## src/rtl/rssi_pkg.sv

```systemverilog
// Shared types and constants for the RSSI forward-model generator.
// Holds the sequencer state encoding, word widths and the RSSI encoding defaults.
package rssi_pkg;

    localparam int COORD_W = 8;
    localparam int DSQ_W   = 17;
    localparam int DIST_W  = 9;
    localparam int RSSI_W  = 20;

    localparam logic [RSSI_W-1:0] RSSI_BASE_DEFAULT  = 20'h3AFFF;
    localparam int unsigned       RSSI_SCALE_DEFAULT = 20;

    typedef enum logic [2:0] {
        IDLE = 3'd0,
        SQX  = 3'd1,
        SQY  = 3'd2,
        ROOT = 3'd3,
        ENC  = 3'd4,
        DONE = 3'd5
    } state_t;

    // Constant scale factor expanded into shifted adds; with scale=20 this
    // reduces to (d<<4)+(d<<2), so no multiplier is inferred.
    function automatic logic [RSSI_W-1:0] scale_dist(input logic [DIST_W-1:0] d,
                                                     input int unsigned scale);
        logic [RSSI_W-1:0] s;
        s = '0;
        for (int i = 0; i < 12; i++) begin
            if (scale[i]) begin
                s = s + (RSSI_W'(d) << i);
            end
        end
        return s;
    endfunction

endpackage

```

## src/rtl/isqrt_seq.sv

```systemverilog
// Sequential restoring integer square root: one result bit per cycle, MSB first,
// nine iterations for a 17-bit radicand. Shift/subtract only.
module isqrt_seq
    import rssi_pkg::*;
(
    input  logic              clk,
    input  logic              rst,
    input  logic              start,
    input  logic [DSQ_W-1:0]  radicand,
    output logic [DIST_W-1:0] root,
    output logic              done
);

    logic [DSQ_W:0]      rad_reg;
    logic [DIST_W:0]     rem_reg;
    logic [DIST_W-1:0]   root_reg;
    logic [3:0]          cnt_reg;
    logic                run_reg;

    logic [DIST_W+2:0]   rem_trial;
    logic [DIST_W+2:0]   trial;
    logic                fits;

    // Remainder never exceeds 2*root (<= 720), so 10 bits hold it between steps.
    assign rem_trial = {rem_reg, rad_reg[DSQ_W:DSQ_W-1]};
    assign trial     = {1'b0, root_reg, 2'b01};
    assign fits      = (rem_trial >= trial);

    always_ff @(posedge clk) begin
        if (rst) begin
            rad_reg  <= '0;
            rem_reg  <= '0;
            root_reg <= '0;
            cnt_reg  <= '0;
            run_reg  <= 1'b0;
        end else if (start) begin
            rad_reg  <= {1'b0, radicand};
            rem_reg  <= '0;
            root_reg <= '0;
            cnt_reg  <= '0;
            run_reg  <= 1'b1;
        end else if (run_reg) begin
            rad_reg  <= {rad_reg[DSQ_W-2:0], 2'b00};
            rem_reg  <= fits ? (DIST_W+1)'(rem_trial - trial) : (DIST_W+1)'(rem_trial);
            root_reg <= {root_reg[DIST_W-2:0], fits};
            cnt_reg  <= cnt_reg + 4'd1;
            if (cnt_reg == 4'd8) begin
                run_reg <= 1'b0;
            end
        end
    end

    assign root = root_reg;
    assign done = run_reg && (cnt_reg == 4'd8);

endmodule

```

## src/rtl/rssi_synth.sv

```systemverilog
// Forward model for the trilateration path: per anchor, floor Euclidean distance
// to the target and its inverted RSSI word, computed with one shared 8x8 multiplier.
module rssi_synth
    import rssi_pkg::*;
#(
    parameter logic [RSSI_W-1:0] RSSI_BASE  = RSSI_BASE_DEFAULT,
    parameter int unsigned       RSSI_SCALE = RSSI_SCALE_DEFAULT
) (
    input  logic               clk,
    input  logic               rst,
    input  logic               start,
    input  logic [COORD_W-1:0] A_x,
    input  logic [COORD_W-1:0] A_y,
    input  logic [COORD_W-1:0] B_x,
    input  logic [COORD_W-1:0] B_y,
    input  logic [COORD_W-1:0] C_x,
    input  logic [COORD_W-1:0] C_y,
    input  logic [COORD_W-1:0] xt_i,
    input  logic [COORD_W-1:0] yt_i,
    output logic               busy,
    output logic               out_valid,
    output logic [DIST_W-1:0]  distA,
    output logic [DIST_W-1:0]  distB,
    output logic [DIST_W-1:0]  distC,
    output logic [RSSI_W-1:0]  rssiA,
    output logic [RSSI_W-1:0]  rssiB,
    output logic [RSSI_W-1:0]  rssiC
);

    state_t               state_reg, state_next;
    logic [1:0]           k_reg;
    logic [DSQ_W-1:0]     acc_reg;
    logic [COORD_W-1:0]   xt_reg, yt_reg;
    logic [COORD_W-1:0]   anc_x_reg [0:2];
    logic [COORD_W-1:0]   anc_y_reg [0:2];
    logic [DIST_W-1:0]    dist_reg  [0:2];
    logic [RSSI_W-1:0]    rssi_reg  [0:2];

    logic [COORD_W-1:0]   anc_x, anc_y;
    logic [COORD_W-1:0]   dx, dy, mul_op;
    logic [2*COORD_W-1:0] prod;
    logic [DSQ_W-1:0]     dsq_sum;
    logic                 accept;
    logic                 sq_start, sq_done;
    logic [DIST_W-1:0]    root;
    logic [RSSI_W-1:0]    rssi_enc;

    wire [COORD_W-1:0] in_x [0:2] = '{A_x, B_x, C_x};
    wire [COORD_W-1:0] in_y [0:2] = '{A_y, B_y, C_y};

    assign accept = (state_reg == IDLE) && start;

    // Input capture: all coordinates are frozen at acceptance.
    always_ff @(posedge clk) begin
        if (rst) begin
            xt_reg <= '0;
            yt_reg <= '0;
        end else if (accept) begin
            xt_reg <= xt_i;
            yt_reg <= yt_i;
        end
    end

    genvar gi;
    generate
        for (gi = 0; gi < 3; gi++) begin : g_anchor
            always_ff @(posedge clk) begin
                if (rst) begin
                    anc_x_reg[gi] <= '0;
                    anc_y_reg[gi] <= '0;
                end else if (accept) begin
                    anc_x_reg[gi] <= in_x[gi];
                    anc_y_reg[gi] <= in_y[gi];
                end
            end

            always_ff @(posedge clk) begin
                if (rst) begin
                    dist_reg[gi] <= '0;
                    rssi_reg[gi] <= '0;
                end else if ((state_reg == ENC) && (k_reg == 2'(gi))) begin
                    dist_reg[gi] <= root;
                    rssi_reg[gi] <= rssi_enc;
                end
            end
        end
    endgenerate

    // Single shared multiplier: squares dx in SQX and dy in SQY.
    assign anc_x   = anc_x_reg[k_reg];
    assign anc_y   = anc_y_reg[k_reg];
    assign dx      = (xt_reg >= anc_x) ? (xt_reg - anc_x) : (anc_x - xt_reg);
    assign dy      = (yt_reg >= anc_y) ? (yt_reg - anc_y) : (anc_y - yt_reg);
    assign mul_op  = (state_reg == SQX) ? dx : dy;
    assign prod    = {8'd0, mul_op} * {8'd0, mul_op};
    assign dsq_sum = acc_reg + {1'b0, prod};

    assign sq_start = (state_reg == SQY);

    isqrt_seq u_isqrt (
        .clk      (clk),
        .rst      (rst),
        .start    (sq_start),
        .radicand (dsq_sum),
        .root     (root),
        .done     (sq_done)
    );

    assign rssi_enc = ~(RSSI_BASE + scale_dist(root, RSSI_SCALE));

    always_ff @(posedge clk) begin
        if (rst) begin
            acc_reg <= '0;
            k_reg   <= '0;
        end else begin
            if (state_reg == SQX) begin
                acc_reg <= {1'b0, prod};
            end else if (state_reg == SQY) begin
                acc_reg <= dsq_sum;
            end
            if (accept) begin
                k_reg <= '0;
            end else if ((state_reg == ENC) && (k_reg != 2'd2)) begin
                k_reg <= k_reg + 2'd1;
            end
        end
    end

    always_ff @(posedge clk) begin
        if (rst) begin
            state_reg <= IDLE;
        end else begin
            state_reg <= state_next;
        end
    end

    always_comb begin
        state_next = state_reg;
        case (state_reg)
            IDLE:    if (start) state_next = SQX;
            SQX:     state_next = SQY;
            SQY:     state_next = ROOT;
            ROOT:    if (sq_done) state_next = ENC;
            ENC:     state_next = (k_reg == 2'd2) ? DONE : SQX;
            DONE:    state_next = IDLE;
            default: state_next = IDLE;
        endcase
    end

    always_comb begin
        busy      = (state_reg != IDLE);
        out_valid = (state_reg == DONE);
    end

    assign distA = dist_reg[0];
    assign distB = dist_reg[1];
    assign distC = dist_reg[2];
    assign rssiA = rssi_reg[0];
    assign rssiB = rssi_reg[1];
    assign rssiC = rssi_reg[2];

endmodule

```

## config.mk

```make
export PLATFORM = sky130hd
export DESIGN_NAME = rssi_synth
export DESIGN_NICKNAME = d
export VERILOG_FILES = /design/src/rtl/rssi_pkg.sv /design/src/rtl/isqrt_seq.sv /design/src/rtl/rssi_synth.sv
export SDC_FILE = /design/constraint.sdc
export NUM_CORES = 1
export LEC_CHECK = 0
export CORE_MARGIN = 2
export CORE_UTILIZATION = 55
export DETAILED_ROUTE_END_ITERATION = 12
export PLACE_DENSITY = 0.79
export SETUP_SLACK_MARGIN = 0.3
export SLEW_MARGIN = 15
export SYNTH_ARGS = -nofsm -noshare
export SYNTH_HDL_FRONTEND = slang
export SYNTH_HIERARCHICAL = 1
export SYNTH_SLANG_ARGS = --single-unit
```

## constraint.sdc

```tcl
create_clock -name clk -period 9.75 [get_ports clk]
set_input_delay 1.95 -clock clk [delete_from_list [all_inputs] [get_ports clk]]
set_output_delay 1.95 -clock clk [all_outputs]
set_load 0.02 [all_outputs]
```

==> flow_results.org <==
** Outcome
- Status :: completed

** Critical path
- The worst setup path is of the reg2reg kind.
- Element type at the critical path end :: register
- In this run the worst path has a maximum fanout of 22.
- Max stage delay on crit path :: 0.57 ns
- Among all stages on the critical path, the largest delay is contributed by sky130_fd_sc_hd__fa_1.
- Arrival time of the worst setup path :: 9.32 ns
- The worst setup path is launched from a register.
- Endpoint required time on the critical path :: 10.10 ns
- Crit-path most repeated cell :: sky130_fd_sc_hd__inv_1

** GRT
- The number of global-route vias before repair came to 9,947.
- Total global routing overflow :: 0
- Antenna violations before repair :: 0
- For this run, the total global-route usage over all layers was measured as 0.230.
- Pin count of the biggest net entering global routing :: 55
- The first global-routing pass estimated 48,200 um of wire.

** Clocking
- Clock network latency to the later pin of the worst-skew pair :: 0.44 ns
- H-tree level count :: 4
- CTS tree :: yes
- After clock tree synthesis, the clock-pin slew on the worst setup and hold paths is 0.08 ns.
- Largest buffer count on any clock path :: 2
- After clock tree synthesis, the flow added hold-fix buffers numbering 0.
- Once the clock tree was built, the setup fixing pass inserted 0 buffers.
- The cell sitting at the root of the clock tree is a sky130_fd_sc_hd__clkbuf_16.
- Num CTS Buffers :: 17
- The clock net in this run drives a total of 200 sinks.

** Timing
- The smallest clock period supported by the final layout is computed as 8.97 ns.
- Max-slew violation total from the final report :: 0
- Share of the clock period used by the worst path :: 0.920
- Static timing analysis puts the maximum clock frequency at 0.111 GHz.
- Between clock sinks in the finished design, the worst skew comes to 0.0181 ns.
- Summed over all failing endpoints, the final setup total negative slack is 0 ns.
- Setup repair after global routing left no endpoint under its margin.
- Count of final setup violators :: 0
- Worst-case headroom to the max-slew limit :: 0.312
- Actual slew at the worst max-slew pin :: 1.03 ns
- The number of hold violations in the final report was 0.
- Post-route setup slack :: 0.780 ns

** Yosys
- Average cell area after synthesis :: 9.33 um2
- The synthesized netlist occupies a cell area of 0.0133 mm2.
- The Yosys step of the flow raised 6 warnings.
- Area fraction of the dominant cell type after synthesis :: 0.264
- Most common cell in the netlist :: sky130_fd_sc_hd__nor2_1
- Gate Count Post-Synth :: 1,424
- Of all cell types, the one taking the most synthesized area is sky130_fd_sc_hd__edfxtp_1.
- Netlist cell types :: 81
- Leading register cell type out of synthesis :: sky130_fd_sc_hd__edfxtp_1
- Async set-reset flop share out of synthesis :: 0
- Flop and latch count out of synthesis :: 200
- Largest cells by area after synthesis :: sky130_fd_sc_hd__edfxtp_1 26%, sky130_fd_sc_hd__dfxtp_1 13%, sky130_fd_sc_hd__ha_1 10%
- For this run, the register share of the synthesized area comes to 0.389.
- Counting instances in the post-synthesis netlist gives the leading cell types as 178 x sky130_fd_sc_hd__nor2_1, 137 x sky130_fd_sc_hd__inv_1, 117 x sky130_fd_sc_hd__edfxtp_1.
- Yosys mapped a number of flops with a built-in enable equal to 117.

** Min path
- Worst min path class :: reg2reg

** Finish
- Fill cell instance count of the final layout :: 1,893
- From synthesis to final layout, the design area changed by 16.6%.
- Sequential standard cell area :: 0.00518 mm2
- Cell Count, Final, Fillers Out :: 1,865
- The multi-input combinational cells in the finished layout cover a total of 0.00731 mm2.
- In the final layout, the share of cells above drive strength 1 is 0.0576.
- After the last flow step, the layout net total stands at 1,740.
- The register with the most flip-flops in the layout has 44 of them.
- 0 antenna diodes ended up in the layout.
- Final cell area excluding filler cells :: 0.0155 mm2

** Floorplanning
- The core region is 0.0236 mm2.
- I/O pin count :: 156
- Die height :: 159 um
- Die outline width :: 159 um
- Number of rows created at floorplan :: 56
- Starting Density :: 0.563
- Area of the die :: 0.0254 mm2

** Drt
- After detailed routing, the number of vias per cell comes to 5.52.
- Final antenna-violating net count :: 0
- The first routing iteration left 742 violations.
- After detailed routing, the number of remaining DRC violations is 0.
- Router iterations before antenna repair :: 6
- Routed wire length :: 29,500 um
- For this block, the via count after detailed routing is 10,300.
- Dividing the detail-routed wire length by the instance count gives 15.8 um.

** Placement
- The congestion estimate from routability-driven global placement came to 0.918.
- Placed instance area :: 0.0148 mm2
- DPL Wire Length :: 22,000 um
- Worst Setup Slack post-DPL :: 0.485 ns
- Placed cell count :: 1,832
- Count of input and output buffers :: 140

** Run
- Max Cap Viol :: 0
## cells by family (layout without fill, tap and decap cells)
| logic type | after synthesis | in the layout | synth area share |
|---|---|---|---|
| DFF | 200 | 200 | 0.389 |
| adders and majority gates | 140 | 140 | 0.148 |
| AOI/OAI and AO/OA | 292 | 292 | 0.150 |
| buffers and inverters | 215 | 321 | 0.0683 |
| muxes | 57 | 57 | 0.0431 |
| xor gates and xnor gates | 52 | 52 | 0.0343 |
| other | 1 | 17 | 0.000282 |
| and+or+nand+nor | 467 | 467 | 0.166 |
## worst paths after layout
| kind | slack, ns | endpoint | from | cells past startpoint |
|---|---|---|---|---|
| worst max-delay path | 0.78 | acc_reg[15]$_SDFFE_PP0P_ | register | 37 |
| worst min-delay path | 0.48 | xt_reg[7]$_SDFFE_PP0P_ | xt_reg[7]$_SDFFE_PP0P_ | 2 |
| worst max register to register | 0.78 | acc_reg[15]$_SDFFE_PP0P_ | register | 37 |
| worst min register to register | 0.48 | xt_reg[7]$_SDFFE_PP0P_ | xt_reg[7]$_SDFFE_PP0P_ | 2 |
## layout by cell type, fill, tap and decap left out, drive strengths merged, types with 11 or more instances in the layout
cell | synthesis | layout
and2 | 59 | 59
nand3 | 26 | 26
dfxtp | 83 | 83
and3 | 11 | 11
nor2 | 178 | 178
a211oi | 15 | 15
nand2b | 13 | 13
clkdlybuf4s50 | 0 | 139
fa | 29 | 29
nand2 | 108 | 108
edfxtp | 117 | 117
a21oi | 96 | 96
inv | 137 | 147
xor2 | 16 | 16
a21o | 23 | 23
o21a | 26 | 26
xnor2 | 36 | 36
mux2i | 55 | 55
buf | 40 | 12
or3 | 12 | 12
a31oi | 12 | 12
clkbuf | 37 | 17
nor3 | 12 | 12
ha | 111 | 111
conb | 1 | 17
nor2b | 13 | 13
o21ai | 38 | 38
## worst max-delay path, delay by kind of cell, from the launching register on
kind	cells	cell delay, ns
flip-flops	1	0.56
multiplexers	1	0.39
XOR/XNOR	3	0.55
AO/OA/AOI/OAI	14	2.86
buffers and inverters	6	0.36
adder cells (fa/ha/maj)	8	3.25
AND/OR/NAND/NOR	5	0.90
## routing by layer
metal,up-vias,track usage,part of all wire
met3,49,0.0292,0.042
li1,5096,-,-
met5,-,0,0
met1,4836,0.275,0.43
met2,320,0.423,0.51
met4,0,0.0814,0.024
## cell type report
type	count	share of cell area
Clock buffer	17	0.0275
Clock inverter	15	0.0111
Inverter	138	0.0334
Multi-Input combinational cell	1025	0.472
Sequential cell	200	0.334
Tap cell	319	0.0258
Timing Repair Buffer	151	0.0959
## per-stage QoR
step           utilization  hold slack (ns)
6_report             0.656            0.477
5_1_grt              0.656            0.505
4_1_cts              0.654            0.479
3_5_place_dp         0.628            0.466
3_3_place_gp         0.628            0.450
2_1_floorplan            -            0.441
## repair_timing
action,CTS,global route
endpoints found under the hold margin,0,0
endpoints found under the setup margin,0,11
resized for setup,0,11
Power is left out: the tool's default activity adds up to more than one toggle a clock period on the data nets, which glitch-free logic cannot reach.
